File: src/rtl/bp_fe_lce_resp_arb.sv
// Merges request-side and command-side LCE responses into one registered ready/valid output.
// Starvation guard: the cmd source is forced to win after starve_limit_p lost arbitrations.
module bp_fe_lce_resp_arb #(
   parameter int unsigned resp_width_p   = 64,
   parameter int unsigned starve_limit_p = 4
) (
   input  logic                    clk_i,
   input  logic                    reset_i,
   input  logic [resp_width_p-1:0] req_resp_i,
   input  logic                    req_resp_v_i,
   output logic                    req_resp_yumi_o,
   input  logic [resp_width_p-1:0] cmd_resp_i,
   input  logic                    cmd_resp_v_i,
   output logic                    cmd_resp_yumi_o,
   output logic [resp_width_p-1:0] lce_resp_o,
   output logic                    lce_resp_v_o,
   input  logic                    lce_resp_ready_i,
   output logic                    starve_override_o
);

   typedef enum logic {E_REQ_PRIO, E_CMD_PRIO} prio_e;

   localparam logic [3:0] StarveLimit = 4'(starve_limit_p);

   prio_e                   state_r, state_n;
   logic [3:0]              starve_cnt_r, starve_cnt_n;
   logic                    valid_r;
   logic [resp_width_p-1:0] data_r;
   logic                    open;
   logic                    grant_req, grant_cmd;

   always_comb begin
      grant_req = 1'b0;
      grant_cmd = 1'b0;
      case (state_r)
         E_REQ_PRIO: begin
            if (req_resp_v_i)      grant_req = 1'b1;
            else if (cmd_resp_v_i) grant_cmd = 1'b1;
         end
         E_CMD_PRIO: begin
            if (cmd_resp_v_i)      grant_cmd = 1'b1;
            else if (req_resp_v_i) grant_req = 1'b1;
         end
         default: ;
      endcase

      // Output slot is free if empty or being drained this cycle.
      open            = ~valid_r | lce_resp_ready_i;
      req_resp_yumi_o = reset_i & open & grant_req;
      cmd_resp_yumi_o = reset_i & open & grant_cmd;

      // Stalled cycles (no yumi) do not count as lost arbitrations.
      starve_cnt_n = starve_cnt_r;
      if (cmd_resp_yumi_o || !cmd_resp_v_i) begin
         starve_cnt_n = '0;
      end else if (req_resp_yumi_o) begin
         starve_cnt_n = (starve_cnt_r >= StarveLimit) ? StarveLimit : starve_cnt_r + 4'd1;
      end

      state_n = state_r;
      case (state_r)
         E_REQ_PRIO: if (starve_cnt_n == StarveLimit) state_n = E_CMD_PRIO;
         E_CMD_PRIO: if (cmd_resp_yumi_o || !cmd_resp_v_i) state_n = E_REQ_PRIO;
         default:    state_n = E_REQ_PRIO;
      endcase

      lce_resp_v_o      = valid_r;
      lce_resp_o        = data_r;
      starve_override_o = (state_r == E_CMD_PRIO);
   end

   always_ff @(posedge clk_i or negedge reset_i) begin
      if (!reset_i) begin
         state_r      <= E_REQ_PRIO;
         starve_cnt_r <= '0;
         valid_r      <= 1'b0;
         data_r       <= '0;
      end else begin
         state_r      <= state_n;
         starve_cnt_r <= starve_cnt_n;
         if (req_resp_yumi_o) begin
            valid_r <= 1'b1;
            data_r  <= req_resp_i;
         end else if (cmd_resp_yumi_o) begin
            valid_r <= 1'b1;
            data_r  <= cmd_resp_i;
         end else if (lce_resp_ready_i) begin
            valid_r <= 1'b0;
         end
      end
   end

endmodule

File: config.mk
export PLATFORM = sky130hd
export DESIGN_NAME = bp_fe_lce_resp_arb
export DESIGN_NICKNAME = d
export VERILOG_FILES = /design/src/rtl/bp_fe_lce_resp_arb.sv
export SDC_FILE = /design/constraint.sdc
export NUM_CORES = 1
export LEC_CHECK = 0
export BUFFER_PORTS_ARGS = -buffer_cell sky130_fd_sc_hd__buf_2
export CAP_MARGIN = 5
export CORE_MARGIN = 2
export CORE_UTILIZATION = 35
export DETAILED_ROUTE_END_ITERATION = 12
export GPL_TIMING_DRIVEN = 0
export PLACE_DENSITY = 0.77
export SLEW_MARGIN = 20
export SYNTH_ARGS = -nofsm -noshare
export SYNTH_HDL_FRONTEND = slang
export SYNTH_SLANG_ARGS = --single-unit
File: constraint.sdc
create_clock -name clk_i -period 2.81 [get_ports clk_i]
set_input_delay 0.1405 -clock clk_i [delete_from_list [all_inputs] [get_ports clk_i]]
set_output_delay 0.1405 -clock clk_i [all_outputs]
set_load 0.01 [all_outputs]
Word level (Yosys, flattened, before mapping)
Cells that the tools add are included.
Storage, ports and cells
  register bits: 70
  bits of input ports: 133
  output and inout port bits: 68
  word-level logic and storage cells: 34
Cells by class
  $add $sub $neg: 1
  order comparisons: 1
  equal/unequal tests: 1
  mux-type cells: 17
  bitwise operators: 6
  reduce and logical (&&, ||, !) cells: 4
Operators with widths (number)
  $mux 64: 2
  $mux 4: 3
  $mux 1: 9
  $pmux 1 s2: 3
  $add 4x1->4 const B: 1
  $eq 4x3->1 const B: 1
  $ge 4x3->1 const B: 1
  $and 1x1->1: 3
  $reduce_bool 3->1: 1
  $not 1->1: 2
  $reduce_bool 2->1: 1
  $logic_not 1->1: 1
  $logic_or 1x1->1: 1
  $or 1x1->1: 1

Longest topological paths before layout
Gate-level depths: netlist of run 1.
  depth after elaboration: 9
  gate-level depth with buffers: 8
  mapped depth without buffers: 5

Worst setup path after synthesis of run 1
No wires, ideal clock.
  path kind: register to register
  start: register starve_cnt_r[0]
  end: register state_r (netlist: starve_override_o)
  setup time: 0.122 ns
  data arrival time: 1.248 ns
  data required time: 2.688 ns
  path slack: 1.440 ns
  stages on the path, launching flop included: 6
  path buffers: 0
  clock period less this slack: 1.370 ns
  cell sequence: dfrtp_1 > ha_1 > or2_2 > a31oi_1 > a311oi_1 > a32o_1
Between the ends
  longest elaborated chain between the ends: 7
  elaborated cells between the ends (all ways): 8
  classes of those cells: add/sub (1); order compare (1); eq/ne (1); mux (5)
RTL lines
  start, declared: RTL line 26  | logic [3:0] starve_cnt_r, starve_cnt_n;
  start signal, assigned: RTL line 80  | starve_cnt_r <= starve_cnt_n;
  $add 4x1->4 / $ge 4x3->1 (equally long branches): RTL line 57  | starve_cnt_n = (starve_cnt_r >= StarveLimit) ? StarveLimit : starve_cnt_r + 4'd1;
  $mux 4 (*): RTL line 57
  $mux 4 (*): RTL line 56  | end else if (req_resp_yumi_o) begin
  $mux 4 (*): RTL line 54  | if (cmd_resp_yumi_o || !cmd_resp_v_i) begin
  via starve_cnt_n[2]: RTL line 26
  $eq 4x3->1 (*): RTL line 62  | E_REQ_PRIO: if (starve_cnt_n == StarveLimit) state_n = E_CMD_PRIO;
  $mux 1 (*): RTL line 62
  $pmux 1 s2 (*): RTL line 61  | case (state_r)
  via state_n: RTL line 25  | prio_e state_r, state_n;
  end signal, assigned: RTL line 79  | state_r <= state_n;
  end, declared: RTL line 25
Mark *: on every way through the listed nets, which the timed path passes. The rest lies on a longest branch.
A chain may end at the register's enable or synchronous reset.

Worst setup path in the final report of run 1
  start: input port reset_i
  end: output port req_resp_yumi_o
Between the ends
  longest elaborated chain between the ends: 2
RTL lines
  start, declared: RTL line 8  | input logic reset_i,
  $and 1x1->1 (2 in series): RTL line 49  | req_resp_yumi_o = reset_i & open & grant_req;
  end, declared: RTL line 11  | output logic req_resp_yumi_o,
No other way between the ends.

==> impl_metrics.toml, run 1 <==
[drt]
drtIter0Drc = 52
vias_per_cell = 4.63
drt-pass1-iter-count = 4
wl_um = 9010
drc = 0
via_count = 3038
drtAntennaViolNets = 0
wl_per_cell_um = 13.7

[outcome]
status = "complete, no violations"

[logic_synthesis]
yosys_register_bits = 70
synth_area_um2 = 3350
syn_inst = 310
syn_nets = 444
synth.area.top_cells = "dfrtp_1, mux2i_1, o21ai_1, nand2_1, buf_12"
yosysWarningCount = 0
synth_seq_area_share = 0.523
synth_area_leader_cell = "dfrtp_1"
syn_avg_cell_area_um2 = 10.8
synth_top_area_share = 0.523
synthDistinctLibCells = 28

[critical_path]
path_common_cell = "buf_12"
cp_cell_sequence = "dlygate4sd3_1, buf_4, buf_12, nand4_4, buf_12, buf_8, inv_1, buf_2"
required_ns = 2.67
path_depth = 8
timing.rr.start = "lce_resp_v_o"
crit_type = "in2out"
path_delay_family = "buffers and inverters"
cp_max_fo = 41
cp-end-kind = "output port"
cp.arrival_ns = 2.02
r2r_slack_ns = 1.25
rr_worst_depth = 8
critPathMaxStageDelay_ns = 0.53
startpoint_type = "primary input"
crit_slowest_cell = "dlygate4sd3_1"
reg2reg_to = "lce_resp_o[16]"
crit_buf_inv = 7

[cells_and_area]
drive_above_1_share = 0.446
fin_area_um2 = 4730
finish.utilization = 0.512
fill_cells = 882
syn2layout_area_growth_pct = 41.3
finalNonFillerCells = 656
num_antenna_cells = 0
fin_nets = 657

[min_path]
holdCritStartpoint = "req_resp_i[25]"
min_path_cells = 3
hold_end = "lce_resp_o[25]"
hold_path_class = "in2reg"

[clocking]
cts.repair.resized = 0
cts_root_buf = "clkbuf_8"
clock-sinks = 70
path_clk_slew_ns = 0.07
clk_path_buf_depth = 2
cts_tree = "yes"
clk_latency_ns = 0.33
cts_inserted_buffers = 9
htreeDepth = 3

[sta]
fin_hold_ws_ns = 0.0784
period_needed_ns = 2.16
finClkSkew_ns = 0.00720
setup_viol_count_final = 0
period_share = 0.770
rsz0062_at_grt = "no"
hold_viol = 0
slew_headroom = 0.684
slew_violations = 0
worst_pin_slew_ns = 0.473
max_freq_ghz = 0.462
setup_slack_ns = 0.645
setup_tns_ns = 0

[die]
start_util = 0.362
core_area_um2 = 9240
io_pins = 201
rows = 35
die-area_um2 = 10400
fp.dieW_um = 102
dieHeight_um = 102

[global_route]
grt_util_all_layers = 0.173
overflow = 0
grt_pass1_wl_um = 13900
grt_max_degree = 42
antenna_found_initial = 0
grt_pass1_vias = 3049

[pwr]
vdd_drop_max_mv = 0.212
p_leak_nw = 2.78
power_density_nw_per_um2 = 579
power.total_mw = 2.74

[place]
dp_hpwl_um = 7110
portBuffers = 200
placed_area_um2 = 4530
place_congestion = 0.812
dp.cells = 640
pre_cts_ws_ns = 0.984

[run]
drv_cap = 0
==> cell families (layout without fill, tap and decap cells) <==
logic type,Yosys count,count (layout),share of synthesized area
compound gates,72,72,0.114
fa+ha+maj,1,1,0.00374
buf+inv,25,242,0.0661
flops,70,70,0.523
mux,65,65,0.195
simple gates,77,77,0.0983
==> state kept, by name, summed over array words and instances (netlist names) <==
| name | count |
|---|---|
| starve_cnt_r | 4 |
| lce_resp_v_o | 1 |
| lce_resp_o | 64 |
| starve_override_o | 1 |
==> synth_stat cells <==
cell type  count
a21oi_1        2
a22o_1         1
a311oi_1       1
a31oi_1        1
a32o_1         1
and2_1         1
and4_1         1
buf_12         5
buf_2          7
buf_4          1
buf_6          3
buf_8          1
clkbuf_1       5
dfrtp_1       70
ha_1           1
inv_1          3
mux2_2         1
mux2i_1       64
nand2_1       68
nand2b_1       2
nand4_4        1
nor2_1         1
nor4b_1        1
o211ai_2       1
o21ai_0       10
o21ai_1       55
or2_2          1
or3_1          1
==> placed cells by master (no fill, tap or decap), types with 2 or more instances in the layout <==
cell type,netlist,final
inv_1,3,3
o21ai_1,55,55
clkbuf_1,5,7
o21ai_0,10,10
dfrtp_1,70,70
nand2b_1,2,2
mux2i_1,64,64
buf_12,5,6
clkbuf_8,0,13
nand2_1,68,68
buf_2,7,206
buf_6,3,3
a21oi_1,2,2
buf_4,1,2
==> layout make-up <==
type                            instances  area (um^2)  share of cell area
Clock buffer                           15          186              0.0394
Tap cell                              129          161              0.0341
Inverter                                3         11.3             0.00238
Sequential cell                        70         1750               0.370
Timing Repair Buffer                  202         1030               0.219
Buffer                                 22          210              0.0444
Multi-Input combinational cell        215         1380               0.291
==> layer usage <==
layer  track usage  vias to the layer above  wire length, um
met5             0                        -                0
met4        0.0696                        0              121
met3        0.0414                       11              631
met2         0.317                      122             4670
met1         0.191                     1412             3590
li1              -                     1493                -
==> power by group <==
group,total [mW],switching [mW],internal [mW],leakage (nW)
clock network,0.755,0.342,0.414,0.0958
logic,0.724,0.389,0.335,1.81
registers,1.26,0.0839,1.18,0.871
total,2.74,0.814,1.92,2.78
==> what timing repair did <==
action                    4_1_cts  5_1_grt
buffers inserted                0        0
hold endpoints to repair       34        0
hold buffers                    1        0
==> worst reg2reg max path: cells and delay by family, from the launching register on <==
| kind | cells | cell delay, ns |
|---|---|---|
| AOI/OAI and AO/OA | 2 | 0.19 |
| DFF | 1 | 0.39 |
| buffers and inverters | 4 | 0.68 |
| and+or+nand+nor | 2 | 0.17 |
==> worst max-delay path by stage <==
stage                         start                end  slack [ns]
finish                      reset_i    req_resp_yumi_o        0.65
global route                reset_i    req_resp_yumi_o        0.46
CTS                         reset_i    req_resp_yumi_o        0.58
detailed placement          reset_i      lce_resp_o[9]        0.98
global placement            reset_i     lce_resp_o[14]        0.09
floorplan           starve_cnt_r[0]  starve_override_o        1.44
(Power assumes the default switching activity.)
==> run 2: changes to the inputs <==
==> constraint.sdc (replaced) <==
create_clock -name clk_i -period 2.1 [get_ports clk_i]
set_input_delay 0.105 -clock clk_i [delete_from_list [all_inputs] [get_ports clk_i]]
set_output_delay 0.105 -clock clk_i [all_outputs]
set_load 0.01 [all_outputs]
==> run 2 against run 1 <==
Die area stayed put. Non-clock buffer count is 1 higher. Final cell count is 0.15% higher. Worst hold slack worse by 0.036 ns. Largest cell class unchanged.
==> impl_metrics.toml, run 2 (synthesis gave the netlist of run 1 again) <==
[sta]
hold_viol = 0
finClkSkew_ns = 0.00721
setup_tns_ns = 0
rsz0062_at_grt = "no"
slew_headroom = 0.699
setup_viol_count_final = 0
setup_slack_ns = 0.322
max_freq_ghz = 0.563
period_share = 0.847
period_needed_ns = 1.78
worst_pin_slew_ns = 0.451
slew_violations = 0
fin_hold_ws_ns = 0.0427

[place]
portBuffers = 200
dp_hpwl_um = 7110
dp.cells = 640
pre_cts_ws_ns = 0.309
placed_area_um2 = 4530
place_congestion = 0.812

[min_path]
hold_path_class = "in2reg"
min_path_cells = 3
holdCritStartpoint = "req_resp_i[25]"
hold_end = "lce_resp_o[25]"

[clocking]
cts_inserted_buffers = 9
cts_tree = "yes"
htreeDepth = 3
cts_root_buf = "clkbuf_8"
clk_latency_ns = 0.34
post_cts_buffers = 0
clk_path_buf_depth = 2
path_clk_slew_ns = 0.07
clock-sinks = 70

[critical_path]
r2r_slack_ns = 0.56
crit_slowest_cell = "dlygate4sd3_1"
critPathMaxStageDelay_ns = 0.53
startpoint_type = "primary input"
timing.rr.start = "lce_resp_v_o"
path_common_cell = "buf_12"
crit_type = "in2out"
cp-end-kind = "output port"
cp_cell_sequence = "dlygate4sd3_1, buf_4, buf_12, nand4_4, buf_12, buf_8, inv_1, buf_2"
cp.arrival_ns = 1.67
crit_buf_inv = 7
path_delay_family = "buffers and inverters"
reg2reg_to = "lce_resp_o[16]"
cp_max_fo = 41
rr_worst_depth = 8
required_ns = 2.00

[pwr]
p_leak_nw = 2.79
vdd_drop_max_mv = 0.294
p_sw_mw = 1.09
power_frac_comb = 0.265
p_clk_frac = 0.276
p_sw_frac = 0.297
power_density_nw_per_um2 = 773
pwr-share-seq = 0.459
power.total_mw = 3.67
internal_power_mw = 2.58

[cells_and_area]
largest_reg_flops = 64
num_antenna_cells = 0
finalNonFillerCells = 657
finish.utilization = 0.514
final_cell_mix = "buf_2, dfrtp_1, nand2_1, mux2i_1, o21ai_1"
fin_area_um2 = 4750
fill_cells = 880
fin_nets = 658
drive_above_1_share = 0.447
syn2layout_area_growth_pct = 41.9
final_common_cell = "buf_2"

[drt]
wl_um = 9040
wl_per_cell_um = 13.8
drtAntennaViolNets = 0
drt-pass1-iter-count = 4
via_count = 3038
drc = 0
vias_per_cell = 4.62
drtIter0Drc = 55

[die]
dieHeight_um = 102
rows = 35
start_util = 0.362
core_area_um2 = 9240
fp.dieW_um = 102
io_pins = 201
die-area_um2 = 10400

[global_route]
grt_util_all_layers = 0.173
antenna_found_initial = 0
grt_pass1_vias = 3056
grt_pass1_wl_um = 13900
grt_max_degree = 42
overflow = 0

[run]
drv_cap = 0

[outcome]
status = "complete, no violations"
run 2: cell types whose count changed in the layout (fill, tap and decap cells not counted), sizes merged:
cell	before	now
buf	218	219
run 2: worst min-delay path, stage by stage:
cell	delay (ns)
buf_2	0.07
mux2i_1	0.05
o21ai_1	0.11
run 2: power by group through the flow:
stage	Sequential, mW	Clock [mW]	Combinational, mW
global placement	1.70	0	0.949
finish	1.68	1.01	0.974
CTS	1.69	1.06	0.993
floorplan	1.82	0	0.378
detailed placement	1.71	0	0.988
global route	1.71	1.13	1.08
run 2: layer usage:
layer / up-vias / share of wire / GRT usage / wire, um
met4: 0 / 0.014 / 0.0696 / 125
met5: - / 0 / 0 / 0
met3: 13 / 0.070 / 0.0414 / 634
li1: 1496 / - / - / -
met1: 1405 / 0.40 / 0.192 / 3600
met2: 124 / 0.52 / 0.318 / 4670
run 2: layout make-up:
| cell class | count | area [um^2] | share of cell area |
|---|---|---|---|
| Sequential cell | 70 | 1750 | 0.369 |
| Multi-Input combinational cell | 215 | 1380 | 0.290 |
| Timing Repair Buffer | 203 | 1050 | 0.222 |
| Buffer | 22 | 210 | 0.0443 |
| Clock buffer | 15 | 186 | 0.0393 |
| Tap cell | 129 | 161 | 0.0340 |
| Inverter | 3 | 11.3 | 0.00237 |
run 2: how the worst max path moves through the flow:
| stage | from | cells after the start | to | slack (ns) |
|---|---|---|---|---|
| 2_1_floorplan | starve_cnt_r[0] | 5 | starve_override_o | 0.73 |
| 3_3_place_gp | reset_i | 7 | lce_resp_o[14] | -0.58 |
| 3_5_place_dp | reset_i | 7 | lce_resp_o[9] | 0.31 |
| 4_1_cts | reset_i | 8 | req_resp_yumi_o | 0.30 |
| 5_1_grt | reset_i | 8 | req_resp_yumi_o | 0.23 |
| 6_report | reset_i | 8 | req_resp_yumi_o | 0.32 |
run 2: timing repair:
item,4_1_cts,5_1_grt
setup endpoints to repair,0,0
endpoints found under the hold margin,34,0
hold buffers,2,0
gates resized for setup,0,0
==> run 3: changes to the inputs <==
--- a/config.mk
+++ b/config.mk
@@ -11,7 +11,7 @@
 export CORE_UTILIZATION = 35
 export DETAILED_ROUTE_END_ITERATION = 12
 export GPL_TIMING_DRIVEN = 0
-export PLACE_DENSITY = 0.77
+export PLACE_DENSITY = 0.8
 export SLEW_MARGIN = 20
 export SYNTH_ARGS = -nofsm -noshare
 export SYNTH_HDL_FRONTEND = slang
==> constraint.sdc (replaced) <==
create_clock -name clk_i -period 1.44 [get_ports clk_i]
set_input_delay 0.072 -clock clk_i [delete_from_list [all_inputs] [get_ports clk_i]]
set_output_delay 0.072 -clock clk_i [all_outputs]
set_load 0.01 [all_outputs]
==> run 3 against run 2 <==
The flow now finishes with violations (setup timing). Worst setup slack got worse by 0.39 ns. Wire length is 9.5% higher. First-iteration DRC count fell by 11%. Total power up 48%. Worst hold slack lost 0.037 ns. Global-route usage increased by 1.2 points. Non-clock buffer count rose by 31.
==> impl_metrics.toml, run 3 (synthesis gave the netlist of run 1 again) <==
[outcome]
status = "finished with violations"
violations = "setup timing"

[die]
fp.dieW_um = 102
core_area_um2 = 9240
die-area_um2 = 10400
rows = 35
start_util = 0.362
io_pins = 201
dieHeight_um = 102

[cells_and_area]
syn2layout_area_growth_pct = 56.9
final_cell_mix = "buf_2, dfrtp_1, nand2_1, o21ai_1, mux2i_1"
largest_reg_flops = 64
final_common_cell = "buf_2"
fill_cells = 804
num_antenna_cells = 0
fin_nets = 689
drive_above_1_share = 0.488

[drt]
vias_per_cell = 4.72
dr_wl_met3_um = 612
top_layer_used = "met4"
drt-pass1-iter-count = 4
drtAntennaViolNets = 0
wl_um = 9890
drtIter0Drc = 49
wl_per_cell_um = 14.4
wl_met1_um = 4090
drc = 0
via_count = 3237
wl_met2_um = 5050

[sta]
setup_viol_count_final = 51
rsz0062_at_grt = "yes"
setup_tns_ns = -1.94
period_share = 1.05
hold_viol = 0
slew_violations = 0
max_freq_ghz = 0.661
slew_headroom = 0.706
period_needed_ns = 1.51
finClkSkew_ns = 0.0161
worst_pin_slew_ns = 0.441
setup_slack_ns = -0.0719

[pwr]
power_density_nw_per_um2 = 1040
p_leak_nw = 2.98
p_clk_frac = 0.252
power_frac_comb = 0.295
vdd_drop_max_mv = 0.536
internal_power_mw = 3.78
p_sw_mw = 1.66
pwr-share-seq = 0.453
p_sw_frac = 0.306

[clocking]
clock-sinks = 70
clk_path_buf_depth = 2
cts_root_buf = "clkbuf_8"
clk_latency_ns = 0.33
path_clk_slew_ns = 0.08
cts_tree = "yes"
htreeDepth = 3
cts_inserted_buffers = 9

[place]
dp_hpwl_um = 7060
place_congestion = 0.830
portBuffers = 200
pre_cts_ws_ns = -0.423

[critical_path]
cp-end-kind = "flop"
reg2reg_to = "lce_resp_o[63]"
cp_max_fo = 5
crit_type = "reg2reg"
required_ns = 1.64
timing.rr.start = "lce_resp_v_o"
startpoint_type = "flop"
cp.arrival_ns = 1.71
r2r_slack_ns = -0.07
rr_worst_depth = 8

[global_route]
grt_util_all_layers = 0.185
grt_pass1_vias = 3262
grt_max_degree = 37
antenna_found_initial = 0
overflow = 0
grt_pass1_wl_um = 14800

[min_path]
min_path_cells = 3
holdCritStartpoint = "req_resp_i[32]"
hold_path_class = "in2reg"
hold_end = "lce_resp_o[32]"

[run]
drv_cap = 0
## run 3: worst max path at each step
stage	depth (start not counted)	slack (ns)	from	to
floorplan	5	0.07	starve_cnt_r[0]	starve_override_o
global placement	7	-1.18	reset_i	lce_resp_o[16]
detailed placement	8	-0.42	reset_i	lce_resp_o[14]
CTS	8	-0.08	lce_resp_v_o	lce_resp_o[46]
global route	8	-0.18	lce_resp_v_o	lce_resp_o[7]
finish	8	-0.07	lce_resp_v_o	lce_resp_o[63]
## run 3: stage by stage
stage                     hold WS [ns]  area (um^2)  instances   util  power [mW]
after floorplan                 -0.224         3350        310      -        3.20
after global routing          0.000146         5250        686  0.568        5.77
after global placement           0.341         4510        639  0.488        3.86
after CTS                      0.00148         5070        681  0.549        5.43
final                          0.00606         5250        686  0.568        5.44
after detailed placement        0.0538         4530        640  0.491        3.93
## run 3: final cells by class
class | count | area, um^2 | area share
flip-flops and latches | 70 | 1750 | 0.333
plain buffers | 21 | 231 | 0.0441
inverters | 3 | 16.3 | 0.00310
well taps | 129 | 161 | 0.0307
clock buffers | 11 | 151 | 0.0288
repair buffers | 235 | 1480 | 0.282
multi-input cells | 215 | 1450 | 0.276
clock inverters | 2 | 10.0 | 0.00191
## run 3: metal layers
layer / GRT usage / vias to the layer above
met4: 0.0780 / 0
met3: 0.0400 / 12
li1: - / 1569
met2: 0.331 / 136
met1: 0.212 / 1520
met5: 0 / -
## run 3: critical path: stages (launching register included)
cell and delay [ns]:
dfrtp_1 0.38, nand2b_1 0.09, buf_6 0.12, nand4_4 0.09
buf_12 0.16, buf_12 0.14, clkbuf_16 0.15, mux2i_1 0.16
o21ai_1 0.07
## run 3: repair_timing
action / in CTS / in global routing
resized for setup: 17 / 41
buffers inserted: 12 / 1
pin swaps: 5 / 8
gates cloned: 3 / 2
setup endpoints to repair: 52 / 69
hold endpoints to repair: 41 / 3
hold buffers: 13 / 3
## run 3: power groups by stage
stage / combinational [mW] / clock [mW] / sequential, mW
3_3_place_gp: 1.38 / 0 / 2.48
3_5_place_dp: 1.43 / 0 / 2.50
2_1_floorplan: 0.552 / 0 / 2.65
4_1_cts: 1.55 / 1.41 / 2.47
5_1_grt: 1.77 / 1.50 / 2.50
6_report: 1.61 / 1.37 / 2.46
